==> src/rtl/if_fetch.sv <==
// Instruction-fetch front end: owns the PC, drives a single-outstanding SRAM-like
// instruction port, buffers a returned word during IF/ID stalls, and applies redirects.
`timescale 1ns/1ps
module if_fetch #(
  parameter logic [31:0] RESET_PC = 32'hBFC00000,
  parameter logic [31:0] PC_INC   = 32'd4
) (
  input  logic        clk,
  input  logic        rst,
  input  logic [5:0]  stall,
  input  logic        flush,
  input  logic [31:0] new_pc,
  input  logic        branch_flag_i,
  input  logic [31:0] branch_target_i,
  output logic        inst_req,
  output logic [31:0] inst_addr,
  input  logic        inst_addr_ok,
  input  logic        inst_data_ok,
  input  logic [31:0] inst_rdata,
  output logic [31:0] if_pc,
  output logic [31:0] if_inst,
  output logic        stallreq_if
);

  typedef enum logic [1:0] {S_IDLE, S_REQ, S_WAIT, S_HOLD} state_e;

  state_e      state_q, state_d;
  logic [31:0] pc_q, pc_d;
  logic [31:0] buf_q, buf_d;
  logic [31:0] br_tgt_q, br_tgt_d;
  logic [31:0] fl_tgt_q, fl_tgt_d;
  logic        br_pend_q, br_pend_d;
  logic        discard_q, discard_d;

  logic        returning;
  logic        drop;
  logic        br_now;
  logic [31:0] br_tgt_now;
  logic [31:0] seq_pc;
  logic        unused_stall;

  assign unused_stall = ^{stall[5:2], stall[0]};

  assign inst_req  = (state_q == S_REQ);
  assign inst_addr = pc_q;

  always_comb begin
    // A same-cycle accept-plus-return in REQ behaves like a return in WAIT.
    returning  = inst_data_ok &&
                 ((state_q == S_WAIT) || ((state_q == S_REQ) && inst_addr_ok));
    drop       = discard_q | flush;
    br_now     = branch_flag_i | br_pend_q;
    br_tgt_now = branch_flag_i ? branch_target_i : br_tgt_q;
    seq_pc     = br_now ? br_tgt_now : pc_q + PC_INC;
  end

  always_comb begin
    state_d   = state_q;
    pc_d      = pc_q;
    buf_d     = buf_q;
    br_pend_d = br_pend_q;
    br_tgt_d  = br_tgt_q;
    fl_tgt_d  = fl_tgt_q;
    discard_d = discard_q;

    if (branch_flag_i) begin
      br_pend_d = 1'b1;
      br_tgt_d  = branch_target_i;
    end
    if (flush) begin
      br_pend_d = 1'b0;
      fl_tgt_d  = new_pc;
    end

    case (state_q)
      S_IDLE: begin
        state_d = S_REQ;
        if (flush) pc_d = new_pc;
      end
      S_REQ, S_WAIT: begin
        if (returning) begin
          if (drop) begin
            pc_d      = flush ? new_pc : fl_tgt_q;
            discard_d = 1'b0;
            state_d   = S_REQ;
          end else if (!stall[1]) begin
            pc_d      = seq_pc;
            br_pend_d = 1'b0;
            state_d   = S_REQ;
          end else begin
            buf_d   = inst_rdata;
            state_d = S_HOLD;
          end
        end else begin
          if ((state_q == S_REQ) && inst_addr_ok) state_d = S_WAIT;
          if (flush) discard_d = 1'b1;
        end
      end
      S_HOLD: begin
        if (flush) begin
          pc_d    = new_pc;
          buf_d   = '0;
          state_d = S_REQ;
        end else if (!stall[1]) begin
          pc_d      = seq_pc;
          br_pend_d = 1'b0;
          state_d   = S_REQ;
        end
      end
      default: state_d = S_IDLE;
    endcase
  end

  always_comb begin
    if_pc       = '0;
    if_inst     = '0;
    stallreq_if = 1'b0;
    case (state_q)
      S_REQ, S_WAIT: begin
        if (returning && !drop) begin
          if_pc   = pc_q;
          if_inst = inst_rdata;
        end else begin
          stallreq_if = 1'b1;
        end
      end
      S_HOLD: begin
        if (!flush) begin
          if_pc   = pc_q;
          if_inst = buf_q;
        end
      end
      default: ;
    endcase
  end

  always_ff @(posedge clk or negedge rst) begin
    if (!rst) begin
      state_q   <= S_IDLE;
      pc_q      <= RESET_PC;
      buf_q     <= '0;
      br_tgt_q  <= '0;
      fl_tgt_q  <= '0;
      br_pend_q <= 1'b0;
      discard_q <= 1'b0;
    end else begin
      state_q   <= state_d;
      pc_q      <= pc_d;
      buf_q     <= buf_d;
      br_tgt_q  <= br_tgt_d;
      fl_tgt_q  <= fl_tgt_d;
      br_pend_q <= br_pend_d;
      discard_q <= discard_d;
    end
  end

endmodule

==> config.mk <==
export PLATFORM = sky130hd
export DESIGN_NAME = if_fetch
export DESIGN_NICKNAME = d
export VERILOG_FILES = /design/src/rtl/if_fetch.sv
export SDC_FILE = /design/constraint.sdc
export NUM_CORES = 1
export LEC_CHECK = 0
export ABC_AREA = 1
export CAP_MARGIN = 30
export CELL_PAD_IN_SITES_DETAIL_PLACEMENT = 0
export CELL_PAD_IN_SITES_GLOBAL_PLACEMENT = 1
export CORE_MARGIN = 2
export CORE_UTILIZATION = 38
export DETAILED_ROUTE_END_ITERATION = 7
export GPL_TIMING_DRIVEN = 0
export HOLD_SLACK_MARGIN = 0.08
export PLACE_DENSITY = 0.9
export SETUP_SLACK_MARGIN = 0.02
export SLEW_MARGIN = 20
export SYNTH_ARGS = -nofsm -noshare
export SYNTH_HDL_FRONTEND = slang
export SYNTH_SLANG_ARGS = --single-unit
==> constraint.sdc <==
create_clock -name clk -period 3.7 [get_ports clk]
set_input_delay 0.74 -clock clk [delete_from_list [all_inputs] [get_ports clk]]
set_output_delay 0.74 -clock clk [all_outputs]
set_load 0.01 [all_outputs]
==> flow_summary.yaml <==
timing:
  min_period_ns: 3.60
  fmax_ghz: 0.278
  worst_pin_slew_ns: 0.873
  slew_violations: 0
  slew_headroom_pct: 41.8
  rsz0062_at_grt: "true"
  min_period_over_period_pct: 97.2
  fin_ws_ns: 0.103
  finalHoldViolations: 0
  whs_ns: 0.236
  setup_violations: 0
  fin_setup_tns_ns: 0
  finClkSkew_ns: 0.00778
clock_network:
  htree_num_levels: 4
  cts_tree: "yes"
  path_clk_slew_ns: 0.06
  cts_buffers: 17
  postCtsHoldBufs: 0
  clock-sinks: 132
  clk_latency_ns: 0.42
  clk_path_buf_depth: 2
  root_buffer: "clkbuf_16"
die:
  dieArea_um2: 23700
  die_y_um: 154
  start_util_pct: 38.9
  rows: 54
  io_pins: 206
  dieWidth_um: 154
  coreArea_um2: 22000
logic_synthesis:
  synthDistinctLibCells: 43
  ys_seq_area_share_pct: 38.8
  ys_warn_count: 0
  syn-cell-area_um2: 8550
  syn-num-nets: 1343
  synthCells: 1229
  ys_ff_latch: 132
  avgSynthCellArea_um2: 6.96
worst_setup_path:
  critPathRequiredTime_ns: 2.96
  endpoint: "if_inst[16]"
  end_kind: "output port"
  r2r_slack_ns: 1.25
  start_kind: "input pin"
  path_class: "input pin to output port"
  arrival_ns: 2.86
  cp_max_fo: 10
  worst_r2r_endpoint: "inst_addr[5]$_DFFE_PN0P_"
  r2r_start: "state_q[1]$_DFFE_PN0P_"
  crit_path_start: "inst_addr_ok"
  reg2reg_depth: 10
global_routing:
  grt_pass1_wl_mm: 50.0
  grt_pass1_vias: 8555
  antenna_found_initial: 0
  grt_max_degree: 78
  grt_overflow: 0
  gr-usage-all-layers_pct: 27.7
pwr:
  power_uw: 9330
  leakage_uw: 0.00544
  power_density_nw_per_um2: 806
  vdd_drop_max_uv: 361
cells_and_area:
  drive_above_1_share_pct: 9.59
  layout_commonest_cell: "nand2_1"
  final_cell_mix: "453 x nand2_1, 195 x clkdlybuf4s50_1, 159 x nor2_1, 123 x dfrtp_1, 86 x inv_1"
  syn_to_final_growth_pct: 35.5
  nets: 1561
  antenna_cells: 0
  final_util_pct: 52.8
detailed_routing:
  drt_iter0_markers: 784
  vias: 9163
  vias_per_cell: 5.27
  drt_pre_antenna_iters: 5
  drc: 0
  drt-total-wl_mm: 33.3
  wl_per_cell_um: 19.1
  antenna_left: 0
job:
  cap_violations: 0
min_path:
  hp-class: "input pin to asynchronous set/reset pin"
placed_design:
  post-dp-hpwl_mm: 25.5
  place_congestion: 0.952
  pre_cts_ws_ns: -0.155
  port_buffers: 197
status:
  outcome: "finished, final reports clean"
[what timing repair did]
action / CTS / global route
gates resized for setup: 3 / 14
buffers inserted: 0 / 1
setup endpoints to repair: 46 / 54
pin swaps: 0 / 0
[Yosys cell counts]
library cell,n,area (um^2)
or2_2,4,25.0
buf_1,2,7.51
inv_2,7,26.3
nand2_2,3,18.8
nand4_1,3,18.8
dfstp_2,9,236
nor2_1,160,601
nor2_2,8,50.1
nor3_1,3,15.0
inv_1,86,323
buf_4,4,30.0
nor2_4,4,45.0
nor3_2,1,10.0
a21o_1,1,7.51
o2111ai_1,1,8.76
o21bai_1,1,7.51
o21ai_1,14,70.1
mux2_4,30,450
o22ai_1,6,37.5
o221ai_1,2,17.5
a22oi_1,21,158
nand2_1,453,1700
and2_1,2,12.5
o31ai_1,1,7.51
o32ai_1,1,8.76
clkbuf_1,31,116
ha_1,6,75.1
a211oi_1,2,15.0
o21ai_0,72,360
o211ai_1,9,67.6
a21boi_0,2,15.0
a21oi_1,73,365
dfrtp_1,123,3080
a221oi_1,9,78.8
mux2_2,2,22.5
buf_2,22,110
nor2_8,2,40.0
nand3_1,35,175
o21a_1,1,7.51
nand2_4,1,11.3
a22oi_2,1,12.5
buf_6,4,45.0
xor2_1,7,61.3
[worst min-delay path by stage]
stage                                 from                endpoint  slack [ns]
CTS                                    rst   br_tgt_q[9]$_DFF_PN0_        0.24
detailed placement   fl_tgt_q[1]$_DFF_PN0_   fl_tgt_q[1]$_DFF_PN0_        0.46
finish                                 rst   br_tgt_q[9]$_DFF_PN0_        0.24
floorplan           br_tgt_q[18]$_DFF_PN0_  br_tgt_q[18]$_DFF_PN0_        0.43
global route                           rst   br_tgt_q[9]$_DFF_PN0_        0.28
global placement     fl_tgt_q[1]$_DFF_PN0_   fl_tgt_q[1]$_DFF_PN0_        0.45
[critical path, cell delays in order]
cell and delay, ns:
clkdlybuf4s50_1 0.46, nand2_1 0.07, inv_1 0.06, o21a_1 0.15
inv_2 0.05, nor2_4 0.23, buf_4 0.23, nand2_1 0.06
a21oi_1 0.21, clkdlybuf4s50_1 0.59
[area by class of cell]
| type | instances | area, um^2 |
|---|---|---|
| clock buffers | 20 | 457 |
| repair buffers | 199 | 2010 |
| clock inverters | 12 | 178 |
| inverters | 93 | 349 |
| plain buffers | 63 | 330 |
| flip-flops and latches | 132 | 3310 |
| fillers | 2162 | 10400 |
| multi-input cells | 941 | 4590 |
| well taps | 280 | 350 |
[cells by family after synthesis]
logic type / after synthesis / synth area share (%)
AND/OR/NAND/NOR: 679 / 31.8
AO/OA/AOI/OAI: 217 / 14.6
buffers and inverters: 156 / 7.70
flip-flops: 132 / 38.8
multiplexers: 32 / 5.53
XOR/XNOR: 7 / 0.717
adder cells (fa/ha/maj): 6 / 0.878
[registers in the layout, summed over array words and instances (netlist names)]
name / flops
discard_q: 1
br_pend_q: 1
br_tgt_q: 32
fl_tgt_q: 32
state_q: 2
buf_q: 32
inst_addr: 32
[per-layer routing]
metal / vias up / GRT usage (%) / wire (um) / part of all wire [%]
li1: 4388 / - / - / -
met3: 56 / 5.55 / 2980 / 9.0
met2: 477 / 45.0 / 15100 / 45
met1: 4242 / 37.3 / 14400 / 43
met5: - / 0 / 0 / 0
met4: 0 / 8.68 / 752 / 2.3
[where the power goes]
group / switching, uW / internal [uW] / total, uW / leakage, uW
combinational: 2950 / 2050 / 5000 / 0.00357
clock: 682 / 1160 / 1850 / 0.000299
sequential: 540 / 1940 / 2480 / 0.00157
[per-stage QoR]
step,area [um^2],instances
2_1_floorplan,8550,1229
3_3_place_gp,10900,1706
3_5_place_dp,10900,1707
4_1_cts,11500,1739
5_1_grt,11600,1740
6_report,11600,1740
(Power assumes the default switching activity.)
